$ cat config.mk
export PLATFORM = sky130hd
export DESIGN_NAME = alu_sequencer
export DESIGN_NICKNAME = d
export VERILOG_FILES = /design/src/rtl/alu_pkg.sv /design/src/rtl/alu_sequencer_decode.sv /design/src/rtl/alu_sequencer.sv
export SDC_FILE = /design/constraint.sdc
export NUM_CORES = 1
export LEC_CHECK = 0
export ABC_AREA = 1
export CORE_AREA = 2 2 138 140
export DETAILED_ROUTE_END_ITERATION = 8
export DIE_AREA = 0 0 140 142
export GPL_TIMING_DRIVEN = 0
export PLACE_DENSITY = 0.84
export SYNTH_ARGS = -nofsm -noshare
export SYNTH_HDL_FRONTEND = slang
export SYNTH_SLANG_ARGS = --single-unit
$ cat constraint.sdc
create_clock -name clock -period 3.13 [get_ports clock]
set_input_delay 0.4695 -clock clock [delete_from_list [all_inputs] [get_ports clock]]
set_output_delay 0.4695 -clock clock [all_outputs]
set_load 0.01 [all_outputs]
$ cat src/rtl/alu_pkg.sv
// Shared definitions for the ALU sequencer: opcodes, instruction field
// positions and the sequencer state encoding.
package alu_pkg;

    localparam logic [5:0] OP_ADD  = 6'd0;
    localparam logic [5:0] OP_SUB  = 6'd1;
    localparam logic [5:0] OP_SHL  = 6'd2;
    localparam logic [5:0] OP_SHR  = 6'd3;
    localparam logic [5:0] OP_MOV  = 6'd4;
    localparam logic [5:0] OP_LDH  = 6'd5;
    localparam logic [5:0] OP_ADR6 = 6'd6;
    localparam logic [5:0] OP_ADR7 = 6'd7;
    localparam logic [5:0] OP_EQ   = 6'd8;
    localparam logic [5:0] OP_LT   = 6'd9;
    localparam logic [5:0] OP_GT   = 6'd10;
    localparam logic [5:0] OP_NOT  = 6'd11;
    localparam logic [5:0] OP_AND  = 6'd12;
    localparam logic [5:0] OP_FLG  = 6'd13;
    localparam logic [5:0] OP_JMP  = 6'd14;
    localparam logic [5:0] OP_JC   = 6'd15;
    localparam logic [5:0] OP_DIV  = 6'd16;
    localparam logic [5:0] OP_MUL  = 6'd17;
    localparam logic [5:0] OP_NOP  = 6'd18;
    localparam logic [5:0] OP_HALT = 6'd63;

    // Instruction word layout (bits 31:19 are reserved)
    localparam int F_OP_LSB  = 0;
    localparam int F_RD_LSB  = 6;
    localparam int F_RSA_LSB = 10;
    localparam int F_RSB_LSB = 14;
    localparam int F_HL_BIT  = 18;
    localparam int F_IMM_LSB = 32;

    typedef enum logic [1:0] {
        S_FETCH = 2'd0,
        S_EXEC  = 2'd1,
        S_HALT  = 2'd2
    } seq_state_e;

endpackage

$ cat src/rtl/alu_sequencer_decode.sv
// Opcode classifier: maps a 6-bit opcode to the side effects the
// sequencer applies at the end of EXEC.
module instr_decode
    import alu_pkg::*;
(
    input  logic [5:0] i_opcode,
    output logic       o_writes_rf,
    output logic       o_writes_flags,
    output logic       o_is_halt,
    output logic       o_is_illegal
);

    assign o_writes_rf    = (i_opcode <= OP_LDH) || (i_opcode == OP_DIV) || (i_opcode == OP_MUL);
    assign o_writes_flags = (i_opcode >= OP_EQ) && (i_opcode <= OP_FLG);
    assign o_is_halt      = (i_opcode == OP_HALT);
    // Everything from the NOP code up to (not including) HALT is undefined
    assign o_is_illegal   = (i_opcode >= OP_NOP) && (i_opcode != OP_HALT);

endmodule

$ cat src/rtl/alu_sequencer.sv
// Fetch/decode/control sequencer for the 64-bit ALU. Fetches one
// instruction word, drives the ALU for exactly one EXEC cycle, then
// commits register write, flag history and PC from the ALU outputs.
module alu_sequencer
    import alu_pkg::*;
#(
    parameter int                ADDR_W   = 32,
    parameter logic [ADDR_W-1:0] RESET_PC = '0,
    parameter int                REG_W    = 4
) (
    input  logic              clock,
    input  logic              resetn,
    output logic              imem_req,
    output logic [ADDR_W-1:0] imem_addr,
    input  logic              imem_ack,
    input  logic [63:0]       imem_rdata,
    output logic [5:0]        alu_instr,
    output logic [31:0]       alu_value,
    output logic              alu_highlow,
    output logic              alu_f1,
    output logic              alu_f2,
    input  logic              alu_f3,
    input  logic              alu_addrch,
    input  logic [63:0]       alu_naddr,
    input  logic [63:0]       alu_c,
    output logic [REG_W-1:0]  rf_raddr_a,
    output logic [REG_W-1:0]  rf_raddr_b,
    output logic              rf_we,
    output logic [REG_W-1:0]  rf_waddr,
    output logic [63:0]       rf_wdata,
    output logic              halted,
    output logic              illegal,
    input  logic              restart
);

    seq_state_e        r_state;
    logic [ADDR_W-1:0] r_pc;
    logic              r_f1;
    logic              r_f2;
    logic [5:0]        r_op;
    logic [REG_W-1:0]  r_rd;
    logic [REG_W-1:0]  r_rsa;
    logic [REG_W-1:0]  r_rsb;
    logic              r_hl;
    logic [31:0]       r_imm;
    logic              r_we;
    logic [REG_W-1:0]  r_waddr;
    logic [63:0]       r_wdata;
    logic              r_illegal;

    logic              w_writes_rf;
    logic              w_writes_flags;
    logic              w_is_halt;
    logic              w_is_illegal;
    logic              w_redirect_ok;
    logic              w_unused_bits;

    instr_decode u_decode (
        .i_opcode       (r_op),
        .o_writes_rf    (w_writes_rf),
        .o_writes_flags (w_writes_flags),
        .o_is_halt      (w_is_halt),
        .o_is_illegal   (w_is_illegal)
    );

    // Reserved instruction bits and upper branch-target bits carry no meaning here
    assign w_unused_bits = ^{imem_rdata[31:19], alu_naddr[63:ADDR_W]};

    // The ALU may only redirect the PC for defined, non-address, non-halt ops
    assign w_redirect_ok = (r_op != OP_ADR6) && (r_op != OP_ADR7) && !w_is_illegal && !w_is_halt;

    // State, PC, flag history, instruction register and write-back registers
    always_ff @(posedge clock) begin
        if (!resetn) begin
            r_state   <= S_FETCH;
            r_pc      <= RESET_PC;
            r_f1      <= 1'b0;
            r_f2      <= 1'b0;
            r_op      <= OP_NOP;
            r_rd      <= '0;
            r_rsa     <= '0;
            r_rsb     <= '0;
            r_hl      <= 1'b0;
            r_imm     <= '0;
            r_we      <= 1'b0;
            r_waddr   <= '0;
            r_wdata   <= '0;
            r_illegal <= 1'b0;
        end else begin
            r_we      <= 1'b0;
            r_illegal <= 1'b0;
            case (r_state)
                S_FETCH: begin
                    if (imem_ack) begin
                        r_op    <= imem_rdata[F_OP_LSB +: 6];
                        r_rd    <= imem_rdata[F_RD_LSB +: REG_W];
                        r_rsa   <= imem_rdata[F_RSA_LSB +: REG_W];
                        r_rsb   <= imem_rdata[F_RSB_LSB +: REG_W];
                        r_hl    <= imem_rdata[F_HL_BIT];
                        r_imm   <= imem_rdata[F_IMM_LSB +: 32];
                        r_state <= S_EXEC;
                    end
                end
                S_EXEC: begin
                    if (w_writes_rf) begin
                        r_we    <= 1'b1;
                        r_waddr <= r_rd;
                        r_wdata <= alu_c;
                    end
                    if (w_writes_flags) begin
                        r_f2 <= r_f1;
                        r_f1 <= alu_f3;
                    end
                    r_illegal <= w_is_illegal;
                    if (w_redirect_ok && alu_addrch)
                        r_pc <= alu_naddr[ADDR_W-1:0];
                    else
                        r_pc <= r_pc + ADDR_W'(1);
                    r_state <= w_is_halt ? S_HALT : S_FETCH;
                end
                S_HALT: begin
                    if (restart)
                        r_state <= S_FETCH;
                end
                default: r_state <= S_FETCH;
            endcase
        end
    end

    // Request is gated by reset so an in-progress fetch drops in the reset cycle
    assign imem_req    = resetn && (r_state == S_FETCH);
    assign imem_addr   = r_pc;
    assign alu_instr   = (r_state == S_EXEC) ? r_op : OP_NOP;
    assign alu_value   = r_imm;
    assign alu_highlow = r_hl;
    assign alu_f1      = r_f1;
    assign alu_f2      = r_f2;
    assign rf_raddr_a  = r_rsa;
    assign rf_raddr_b  = r_rsb;
    assign rf_we       = r_we;
    assign rf_waddr    = r_waddr;
    assign rf_wdata    = r_wdata;
    assign halted      = (r_state == S_HALT);
    assign illegal     = r_illegal;

endmodule
==> results of run 1 <==
==> sequential cells by signal, summed over array words and instances (netlist names), 2 cells and up <==
name / cells
r_rd: 4
r_state: 2
imem_addr: 32
rf_raddr_a: 4
r_op: 6
rf_wdata: 64
alu_value: 32
rf_raddr_b: 4
rf_waddr: 4
==> cell type report <==
class | instances | area (um^2) | share of cell area
clock inverters | 15 | 170 | 0.0155
multi-input cells | 740 | 3250 | 0.296
plain buffers | 60 | 290 | 0.0265
inverters | 94 | 353 | 0.0322
repair buffers | 304 | 3040 | 0.277
flip-flops and latches | 157 | 3140 | 0.287
clock buffers | 17 | 425 | 0.0388
well taps | 234 | 293 | 0.0267
==> worst min-delay path, delay by kind of cell <==
family                 cells  cell delay (ns)
buffers and inverters      1             0.18
AO/OA/AOI/OAI              2             0.14
==> metrics by stage <==
stage | cell area (um^2) | setup slack (ns)
finish | 11000 | 0.249
global route | 11000 | 0.0891
CTS | 11000 | 0.214
detailed placement | 10400 | 0.529
global placement | 10400 | 0.536
floorplan | 7030 | 1.41
==> layer usage <==
| metal | up-vias | global-route usage |
|---|---|---|
| li1 | 4001 | - |
| met1 | 3635 | 0.303 |
| met2 | 384 | 0.440 |
| met3 | 50 | 0.0828 |
| met4 | 0 | 0.0845 |
| met5 | - | 0 |
==> logic make-up (layout without fill, tap and decap cells) <==
group,count (synthesis),after routing,synth area share
flops,157,157,0.447
xor+xnor,7,7,0.00872
fa+ha+maj,1,1,0.00178
buf+inv,154,490,0.0914
simple gates,559,559,0.323
compound gates,173,173,0.128
==> placed cells by master, fill, tap and decap left out, drive strengths merged, types with 4 or more instances in the layout <==
cell type      count
clkdlybuf4s50    304
o21ai             60
nor2             157
a211oi             4
a21oi            104
dfxtp            157
inv              102
buf               28
nand2            307
nand3             59
xor2               4
nand4             33
clkbuf            49
==> worst min-delay path by stage <==
| stage | from | to | slack [ns] | depth (start not counted) |
|---|---|---|---|---|
| after CTS | resetn | r_rd[1] | 0.41 | 3 |
| after detailed placement | rf_wdata[26] | rf_wdata[26] | 0.45 | 2 |
| after global placement | r_rd[0] | r_rd[0] | 0.44 | 2 |
| after floorplan | r_rd[0] | r_rd[0] | 0.43 | 2 |
| after global routing | resetn | r_rd[1] | 0.41 | 3 |
| final | resetn | r_rd[1] | 0.42 | 3 |
==> power groups by stage <==
| stage | sequential, uW | clock (uW) | combinational, uW |
|---|---|---|---|
| 2_1_floorplan | 2220 | 0 | 283 |
| 3_3_place_gp | 2190 | 0 | 763 |
| 3_5_place_dp | 2200 | 0 | 773 |
| 4_1_cts | 2150 | 2150 | 779 |
| 5_1_grt | 2160 | 2220 | 848 |
| 6_report | 2150 | 2110 | 777 |
==> reports/results.ini, run 1 <==
[timing]
min_period_over_period=0.921
skew_ns=0.0110
finalHoldViolCount=0
slew_violations=0
finalCriticalPeriod_ns=2.88
fmax_mhz=347
slew_headroom=0.513
hold_ws_ns=0.423
rsz0062_at_grt=false
tns_ns=0
tightest_slew_ns=0.730
setup_viol=0

[critical_path]
critPathSlowestCell=clkdlybuf4s50_1
cp_data_required_time_ns=2.66
cp_num_buf_inv=4
criticalPathCategory=flip-flop to primary output
cp-end-kind=primary output
path_max_fanout=10
crit_path_start=r_state[1]
critPathMaxStageDelay_ns=0.51
cp-start-kind=flip-flop
crit_cells=6
crit_arrival_ns=2.41
r2r_cells=10
path_cells=inv_2, nand2_1, buf_2, buf_1, nor2_1, clkdlybuf4s50_1
reg2reg_to=imem_addr[18]
crit_end=alu_instr[2]
r2r_slack_ns=1.14
worstReg2RegStart=imem_addr[0]
path_delay_family=buffers and inverters

[synth]
synthTopCellsByArea=dfxtp_1 45%, nand2_1 16%, nor2_1 8.2%
ys_types=28
yosysSeqAreaShare=0.447
synth_top_area_frac=0.447
synth_largest_area_cell=dfxtp_1
yosysMostFrequentCell=nand2_1
synthArstFlopShare=0
syn-cell-area_um2=7030
synth.yosys.warnings=0
syn_inst=1051
yosys_register_bits=157
syn_avg_cell_area_um2=6.69
syn_nets=1250
synthFlopType=dfxtp_1
synth_edf_count=0
synth.top_cells.by_count=306 x nand2_1, 157 x dfxtp_1, 154 x nor2_1

[layout]
post-route-util=0.594
antenna_cells=0
synthToLayoutAreaGrowth_pct=55.9
nets=1573
drive_gt1_frac=0.0505
fill_cells=1664
stdcell_count=1621

[placement]
port_buffers=304
routabilityCongestion=0.958
dp_cells=1589
hpwl_um=20100

[floorplanning]
fp.coreArea_um2=18500
dieHeight_um=142
die_x_um=140
dieArea_um2=19900
rows=50
start_util=0.381
io_pins=351

[clock_network]
htreeDepth=4
cts_resized=0
clk_pin_slew_ns=0.07
cts_tree=built
clock_path_buffers=2
clock_latency_ns=0.42
clock-sinks=157
cts_root_buf=clkbuf_16
numCtsBuffers=17
cts_hold_buf=0
post_cts_buffers=0

[routing]
vias_per_cell=4.98
vias=8070
met1Wirelength_um=10300
drt_pre_antenna_iters=9
met3_length_um=2410
drc=13
avgRoutedWirePerCell_um=16.0
routed.top_layer=met4
drtIter0Drc=473
drt.antenna.violating_nets=0
drt_wl_total_um=25900
dr_wl_met2_um=12500

[global_route]
grt_pass1_vias=7698
grt_max_degree=18
track_usage=0.256
antenna_found_initial=0
overflow=0
grt_pass1_wl_um=39900

[power_and_ir_drop]
p_seq_frac=0.427
power_switching_uw=1400
power_leakage_uw=0.00410
vdd_drop_max_v=0.000359
combPwrFrac=0.154
p_total_uw=5040
power_density_nw_per_um2=460
clockPowerShare=0.419
switching_share=0.278
internal_power_uw=3640

[run]
maxCapViolCount=0

[min_path]
worstHoldPathType=primary input to flip-flop

[status]
violations=DRC
status=complete, but fails checks

Note: power is estimated with default switching activity, not from simulation.
==> inputs of run 2 (changes only) <==
CAP_MARGIN = 30   (was not set)
CORE_AREA = 2 2 137 139   (was 2 2 138 140)
DIE_AREA = 0 0 139 141   (was 0 0 140 142)
PLACE_DENSITY = 0.85   (was 0.84)
SYNTH_HIERARCHICAL = 1   (was not set)
==> reports/results.ini, run 2 <==
[status]
status=finished, final reports clean  ; was complete, but fails checks

[critical_path]
cp-end-kind=primary output  ; unchanged
cp_num_buf_inv=4  ; unchanged
crit_arrival_ns=2.35  ; was 2.41 ns
critPathMaxStageDelay_ns=0.51  ; about the same
path_cells=inv_2, nor2_4, buf_4, buf_2, nand2_1, clkdlybuf4s50_1  ; was inv_2, nand2_1, buf_2, buf_1, nor2_1, clkdlybuf4s50_1
r2r_slack_ns=0.99  ; was 1.14 ns
critPathSlowestCell=clkdlybuf4s50_1  ; unchanged
criticalPathCategory=flip-flop to primary output  ; unchanged
path_max_fanout=10  ; unchanged
cp-start-kind=flip-flop  ; unchanged
path_delay_family=buffers and inverters  ; unchanged
cp_data_required_time_ns=2.66  ; about the same

[synth]
synth-simple-area-share=0.332  ; was 0.323
yosys_register_bits=157  ; unchanged
syn_inst=1008  ; was 1051
synthXorXnorAreaFrac=0.00250  ; was 0.00872
yosysMostFrequentCell=nand2_1  ; unchanged
synth_edf_count=0  ; unchanged
synth_top_area_frac=0.449  ; was 0.447
ys_types=36  ; was 28
synth.yosys.warnings=6  ; was 0
synthArstFlopShare=0  ; unchanged
synth_top_family_by_area=simple AND/OR/NAND/NOR gates  ; unchanged
syn-cell-area_um2=7000  ; was 7030 um^2
syn_nets=1207  ; was 1250
syn_avg_cell_area_um2=6.95  ; was 6.69 um^2
synthFlopType=dfxtp_1  ; unchanged
synth-adder-area-share=0.00179  ; was 0.00178
synthTopCellsByArea=dfxtp_1 45%, nand2_1 12%, nor2_1 8.0%  ; was dfxtp_1 45%, nand2_1 16%, nor2_1 8.2%
synth_largest_area_cell=dfxtp_1  ; unchanged
synth_compound_area_frac=0.142  ; was 0.128
synth.top_cells.by_count=230 x nand2_1, 157 x dfxtp_1, 150 x nor2_1  ; was 306 x nand2_1, 157 x dfxtp_1, 154 x nor2_1
synthMuxAreaShare=0  ; unchanged
yosysSeqAreaShare=0.449  ; was 0.447

[routing]
avgRoutedWirePerCell_um=16.0  ; about the same
drt.antenna.violating_nets=0  ; unchanged
drt_pre_antenna_iters=5  ; was 9
vias=8029  ; was 8070
drc=0  ; was 13
drt_wl_total_um=25300  ; was 25900 um
vias_per_cell=5.08  ; was 4.98
drtIter0Drc=496  ; was 473

[clock_network]
clock_path_buffers=2  ; unchanged
htreeDepth=4  ; unchanged
clk_pin_slew_ns=0.07  ; about the same
post_cts_buffers=0  ; unchanged
cts_hold_buf=0  ; unchanged
clock-sinks=157  ; unchanged
numCtsBuffers=17  ; unchanged
cts_root_buf=clkbuf_16  ; unchanged
cts_resized=0  ; unchanged
clock_latency_ns=0.43  ; was 0.42 ns
cts_tree=built  ; unchanged

[layout]
largest_reg_flops=64  ; unchanged
stdcell_count=1579  ; was 1621
synthToLayoutAreaGrowth_pct=55.7  ; was 55.9%
fill_cells=1697  ; was 1664
drive_gt1_frac=0.0692  ; was 0.0505
nets=1530  ; was 1573
final_cell_mix=305 x clkdlybuf4s50_1, 230 x nand2_1, 157 x dfxtp_1, 150 x nor2_1, 112 x nand3_1  ; was 306 x nand2_1, 304 x clkdlybuf4s50_1, 157 x dfxtp_1, 154 x nor2_1, 104 x a21oi_1
final_area_um2=10900  ; was 11000 um^2
final_common_cell=clkdlybuf4s50_1  ; was nand2_1

[floorplanning]
die_x_um=139  ; was 140 um
dieHeight_um=141  ; was 142 um
start_util=0.383  ; was 0.381
fp.coreArea_um2=18300  ; was 18500 um^2
rows=50  ; unchanged
dieArea_um2=19600  ; was 19900 um^2
io_pins=351  ; unchanged

[power_and_ir_drop]
combPwrFrac=0.159  ; was 0.154
p_total_uw=4910  ; was 5040 uW
power_leakage_uw=0.00411  ; was 0.00410 uW
clockPowerShare=0.405  ; was 0.419
p_seq_frac=0.436  ; was 0.427
internal_power_uw=3570  ; was 3640 uW
switching_share=0.274  ; was 0.278
power_switching_uw=1350  ; was 1400 uW
power_density_nw_per_um2=451  ; was 460 nW/um^2
vdd_drop_max_v=0.000344  ; was 0.000359 V

[run]
maxCapViolCount=0  ; unchanged

[timing]
final.setup.worst_slack_ns=0.312  ; was 0.249 ns
setup_viol=0  ; unchanged
tightest_slew_ns=0.716  ; was 0.730 ns
tns_ns=0  ; unchanged
rsz0062_at_grt=false  ; unchanged
skew_ns=0.0164  ; was 0.0110 ns
finalHoldViolCount=0  ; unchanged
fmax_mhz=355  ; was 347 MHz
min_period_over_period=0.900  ; was 0.921
slew_violations=0  ; unchanged
finalCriticalPeriod_ns=2.82  ; was 2.88 ns
slew_headroom=0.523  ; was 0.513

[placement]
hpwl_um=19500  ; was 20100 um
dp_cells=1547  ; was 1589
routabilityCongestion=0.924  ; was 0.958
port_buffers=305  ; was 304
placed_cell_area_um2=10300  ; was 10400 um^2
dpl_worst_slack_ns=0.368  ; was 0.529 ns

[global_route]
grt_pass1_vias=7650  ; was 7698
antenna_found_initial=2  ; was 0
grt_max_degree=17  ; was 18
track_usage=0.250  ; was 0.256
grt_pass1_wl_um=39100  ; was 39900 um
overflow=0  ; unchanged

[min_path]
worstHoldPathType=flip-flop to flip-flop  ; was primary input to flip-flop

[run 2: through the flow]
step	hold slack, ns	utilization
6_report	0.461	0.597
5_1_grt	0.472	0.597
4_1_cts	0.461	0.597
3_5_place_dp	0.451	0.566
3_3_place_gp	0.448	0.566
2_1_floorplan	0.445	-
[run 2: layout make-up]
class,instances,area (um^2),share of cell area
Buffer,62,272,0.0249
Clock inverter,11,96.3,0.00884
Antenna cell,1,2.50,0.000230
Tap cell,234,293,0.0269
Clock buffer,21,460,0.0422
Multi-Input combinational cell,726,3350,0.307
Timing Repair Buffer,305,3050,0.280
Inverter,62,234,0.0215
Sequential cell,157,3140,0.288
[run 2: worst min-delay path: stages, from the launching register on]
cell     delay (ns)
dfxtp_1        0.31
nand2_1        0.06
a21oi_1        0.05
[run 2: worst paths after layout]
path / start / end / cells after the start
worst min register to register: rf_wdata[9] / rf_wdata[9] / 2
worst max-delay path: r_state[0] / alu_instr[4] / 6
worst max register to register: r_op[1] / imem_addr[19] / 12
worst min-delay path: rf_wdata[9] / rf_wdata[9] / 2
[run 2: logic make-up after synthesis]
logic type	Yosys count
adders and majority gates	1
and+or+nand+nor	532
buffers and inverters	125
xor gates and xnor gates	2
DFF	157
AOI/OAI and AO/OA	191
[run 2: power groups by stage]
stage	logic, uW	registers (uW)	clock network, uW
finish	779	2140	1990
global route	848	2150	2120
CTS	783	2140	2030
detailed placement	778	2190	0
global placement	768	2180	0
floorplan	286	2210	0
[run 2: metal layers]
| layer | global-route usage | share of wire |
|---|---|---|
| met4 | 0.100 | 0.029 |
| met3 | 0.0778 | 0.085 |
| met5 | 0 | 0.00051 |
| met1 | 0.296 | 0.40 |
| met2 | 0.425 | 0.48 |
==> inputs of run 3 (changes only) <==
CORE_AREA = 2 2 136 138   (was 2 2 137 139)
DIE_AREA = 0 0 138 140   (was 0 0 139 141)
==> reports/results.ini, run 3 (same netlist as run 2, synthesis figures left out) <==
[floorplanning]
dieArea_um2=19300  ; was 19600 um^2
io_pins=351  ; unchanged
start_util=0.394  ; was 0.383
dieHeight_um=140  ; was 141 um
die_x_um=138  ; was 139 um
rows=49  ; was 50
fp.coreArea_um2=17800  ; was 18300 um^2

[layout]
largest_reg_flops=64  ; unchanged
fill_cells=1619  ; was 1697
final_cell_mix=305 x clkdlybuf4s50_1, 230 x nand2_1, 157 x dfxtp_1, 150 x nor2_1, 112 x nand3_1  ; unchanged
final_common_cell=clkdlybuf4s50_1  ; unchanged
synthToLayoutAreaGrowth_pct=56.3  ; was 55.7%
antenna_cells=0  ; was 1
drive_gt1_frac=0.0699  ; was 0.0692
stdcell_count=1573  ; was 1579
nets=1530  ; unchanged

[timing]
tns_ns=0  ; unchanged
slew_violations=0  ; unchanged
min_period_over_period=0.933  ; was 0.900
skew_ns=0.0107  ; was 0.0164 ns
final.setup.worst_slack_ns=0.211  ; was 0.312 ns
setup_viol=0  ; unchanged
rsz0062_at_grt=false  ; unchanged
fmax_mhz=343  ; was 355 MHz
finalHoldViolCount=0  ; unchanged
tightest_slew_ns=0.659  ; was 0.716 ns
finalCriticalPeriod_ns=2.92  ; was 2.82 ns
slew_headroom=0.561  ; was 0.523

[clock_network]
htreeDepth=4  ; unchanged
clk_pin_slew_ns=0.07  ; about the same
cts_root_buf=clkbuf_16  ; unchanged
clock-sinks=157  ; unchanged
numCtsBuffers=17  ; unchanged
post_cts_buffers=0  ; unchanged
cts_resized=0  ; unchanged
cts_hold_buf=0  ; unchanged
clock_path_buffers=2  ; unchanged
cts_tree=built  ; unchanged
clock_latency_ns=0.43  ; about the same

[critical_path]
path_delay_family=buffers and inverters  ; unchanged
reg2reg_to=imem_addr[8]  ; was imem_addr[19]
crit_cells=5  ; was 6
cp_data_required_time_ns=2.66  ; about the same
criticalPathCategory=primary input to primary output  ; was flip-flop to primary output
cpMostUsedCell=clkdlybuf4s50_1
critPathMaxStageDelay_ns=0.62  ; was 0.51 ns
path_cells=clkdlybuf4s50_1, inv_1, clkbuf_1, nor3_1, clkdlybuf4s50_1  ; was inv_2, nor2_4, buf_4, buf_2, nand2_1, clkdlybuf4s50_1
worstReg2RegStart=r_op[1]  ; unchanged
cp-end-kind=primary output  ; unchanged
crit_arrival_ns=2.45  ; was 2.35 ns
critPathSlowestCell=clkdlybuf4s50_1  ; unchanged
path_max_fanout=10  ; unchanged
r2r_slack_ns=1.01  ; was 0.99 ns
cp-start-kind=primary input  ; was flip-flop
r2r_cells=12  ; unchanged
cp_num_buf_inv=4  ; unchanged

[routing]
drc=0  ; unchanged
drt_pre_antenna_iters=5  ; unchanged
vias_per_cell=5.06  ; was 5.08
vias=7958  ; was 8029
drt_wl_total_um=25800  ; was 25300 um
drt.antenna.violating_nets=0  ; unchanged
avgRoutedWirePerCell_um=16.4  ; was 16.0 um
drtIter0Drc=441  ; was 496

[power_and_ir_drop]
vdd_drop_max_v=0.000376  ; was 0.000344 V
power_leakage_uw=0.00415  ; was 0.00411 uW
power_density_nw_per_um2=466  ; was 451 nW/um^2

[placement]
port_buffers=305  ; unchanged
dpl_worst_slack_ns=0.172  ; was 0.368 ns
hpwl_um=19800  ; was 19500 um
dp_cells=1542  ; was 1547
routabilityCongestion=0.958  ; was 0.924

[min_path]
worstHoldPathType=flip-flop to flip-flop  ; unchanged
hold_depth=2  ; unchanged
min_from=rf_wdata[26]  ; was rf_wdata[9]
holdPathEnd=rf_wdata[26]  ; was rf_wdata[9]

[global_route]
overflow=0  ; unchanged
track_usage=0.261  ; was 0.250
antenna_found_initial=0  ; was 2
grt_max_degree=17  ; unchanged
grt_pass1_vias=7726  ; was 7650
grt_pass1_wl_um=40400  ; was 39100 um

[status]
status=finished, final reports clean  ; unchanged

[run]
maxCapViolCount=0  ; unchanged

-- run 3: changes by cell type in the layout (fill, tap and decap cells not counted) --
cell        change
bufinv_16       +2
clkbuf_1        -1
clkinv_2        +1
clkinv_4        +1
clkinvlp_4      -2
diode_2         -1
inv_6           -2
inv_8           +1
-- run 3: layout make-up --
type,count,area [um^2],area share
Inverter,62,234,0.0214
Clock inverter,12,149,0.0136
Timing Repair Buffer,305,3050,0.279
Multi-Input combinational cell,726,3350,0.306
Sequential cell,157,3140,0.287
Clock buffer,20,457,0.0417
Tap cell,229,287,0.0262
Buffer,62,272,0.0248
-- run 3: through the flow --
stage | cell area, um^2 | hold slack (ns) | utilization | total power [uW]
after floorplan | 7000 | 0.445 | - | 2500
after global placement | 10300 | 0.448 | 0.582 | 2950
after detailed placement | 10300 | 0.451 | 0.582 | 2970
after CTS | 10900 | 0.462 | 0.616 | 5120
after global routing | 10900 | 0.478 | 0.615 | 5280
final | 10900 | 0.462 | 0.615 | 5100
-- run 3: report_power, final --
group | internal [uW] | leakage (uW) | switching (uW)
Sequential | 2080 | 0.00128 | 61.0
Clock | 1240 | 0.000300 | 928
Combinational | 400 | 0.00257 | 383
Total | 3730 | 0.00415 | 1370
-- run 3: how the worst max path moves through the flow --
stage                     startpoint            end  slack, ns
after floorplan              r_op[1]  imem_addr[15]       1.47
after global placement        resetn       imem_req       0.16
after detailed placement      resetn       imem_req       0.17
after CTS                 r_state[0]   alu_instr[3]       0.04
after global routing          resetn       imem_req       0.11
final                         resetn       imem_req       0.21
-- run 3: layer usage --
layer  vias to the layer above  global-route usage  share of wire
li1                       3923                   -              -
met1                      3654               0.302           0.39
met2                       335               0.451           0.49
met3                        46              0.0885          0.090
met4                         0              0.0956          0.026
met5                         -                   0              0
-- run 3: worst register-to-register path: cells and delay by family, from the launching register on --
kind	cells	cell delay, ns
DFF	1	0.41
and+or+nand+nor	8	0.94
AOI/OAI and AO/OA	1	0.13
buffers and inverters	3	0.53
==> RTL edit (config.mk and constraints of run 1) <==
Set the parameter `REG_W` to 3 (it was 4).
--- a/src/rtl/alu_sequencer.sv
+++ b/src/rtl/alu_sequencer.sv
@@ -8,3 +8,3 @@
     parameter logic [ADDR_W-1:0] RESET_PC = '0,
-    parameter int                REG_W    = 4
+    parameter int                REG_W    = 3
 ) (
Interface: changed (resized rf_raddr_a, rf_raddr_b and rf_waddr); port bits go from 351 to 348. The function was not compared with the original's and may differ.
==> RTL edit against run 1 <==
The run still ends with design-rule violations left. Sequential cell count is 4 lower. Total power fell by 1.8%. Setup slack improved by 30 ps. Area after synthesis shrank 2.2%. Routed wire length down 5.3%. Highest routed layer unchanged. Design area down 1.9%. Via count down 1.6%. Largest cell class unchanged. Critical path depth decreased by 1. Critical path type is now primary input to primary output.
==> RTL edit: results (changes against run 1) <==
Global route
  • Grt met3 use: 7.84% (-0.44 points)
  • Met2 GRT Util: 41.9% (-2.1 points)
  • Largest net degree at the start of global routing: 17 (-1)

Placement
  • Dpl hpwl: 19100 um (-5.0%)
  • Gpl congestion: 0.940 (-1.9%)
  • DP Area: 10200 um2 (-2.0%)
  • Post-Place Setup Slack: 269 ps (-261 ps)
  • Buffers added on ports: 299 (-1.6%)

Yosys
  • Register area share after synthesis: 44.5% (-0.15 points)
  • Syn_area_per_cell: 6.64 um2 (-0.81%)
  • Synth area leaders: dfxtp_1 (45%), nand2_1 (17%), nor2_1 (8.1%)

Finish
  • Storage cell area: 3060 um2 (-2.5%)
  • Layout Nets: 1553 (-1.3%)
  • Multi-input gates: 733 (-0.95%)
  • Inverters: 92 (-2.1%)
  • Final Util: 58.3% (-1.1 points)

Min path
  • Hold Path Class: flip-flop to flip-flop

Detailed routing
  • Drt first-iter violations: 488 (+3.2%)
  • Via Count: 7944 (-1.6%)
  • Wire per inst: 15.3 um (-4.1%)
  • Drt drc: 10 (-3)
  • Routed wl met3: 1970 um (-18%)

Power
  • Pwr Density: 460 nW/um2 (about the same)
  • Leakage: 3.94 nW (-3.9%)

STA
  • Final setup skew: 12.4 ps (+1.40 ps)

Outcome
  • Status: complete, but fails checks
  • Failing checks: design-rule violations

Setup path
  • Worst EP arrival: 2380 ps (-30 ps)

Clock tree
  • CTS sink cnt: 153 (-2.5%)
[RTL edit: changes by cell type after synthesis, moves of 2 or more]
cell | before | now
a211oi_2 | 2 | 0
buf_2 | 19 | 17
buf_4 | 1 | 5
buf_6 | 5 | 1
clkinv_1 | 1 | 15
dfxtp_1 | 157 | 153
inv_1 | 87 | 72
nand2_1 | 306 | 309
nor2_1 | 154 | 149
o21ai_0 | 60 | 57
[RTL edit: path summary, 6_finish.rpt]
check	start	endpoint	slack (ps)	cells past startpoint
setup / recovery	resetn	imem_req	280	5
hold / removal	rf_wdata[41]	rf_wdata[41]	460	2
setup reg to reg	imem_addr[0]	imem_addr[16]	1300	8
hold reg to reg	rf_wdata[41]	rf_wdata[41]	460	2
[RTL edit: cells by family after synthesis]
| kind of cell | Yosys count | share of synthesized area, % |
|---|---|---|
| xor+xnor | 7 | 0.891 |
| compound gates | 168 | 12.5 |
| flops | 153 | 44.5 |
| buf+inv | 150 | 8.88 |
| fa+ha+maj | 1 | 0.182 |
| simple gates | 557 | 33.0 |
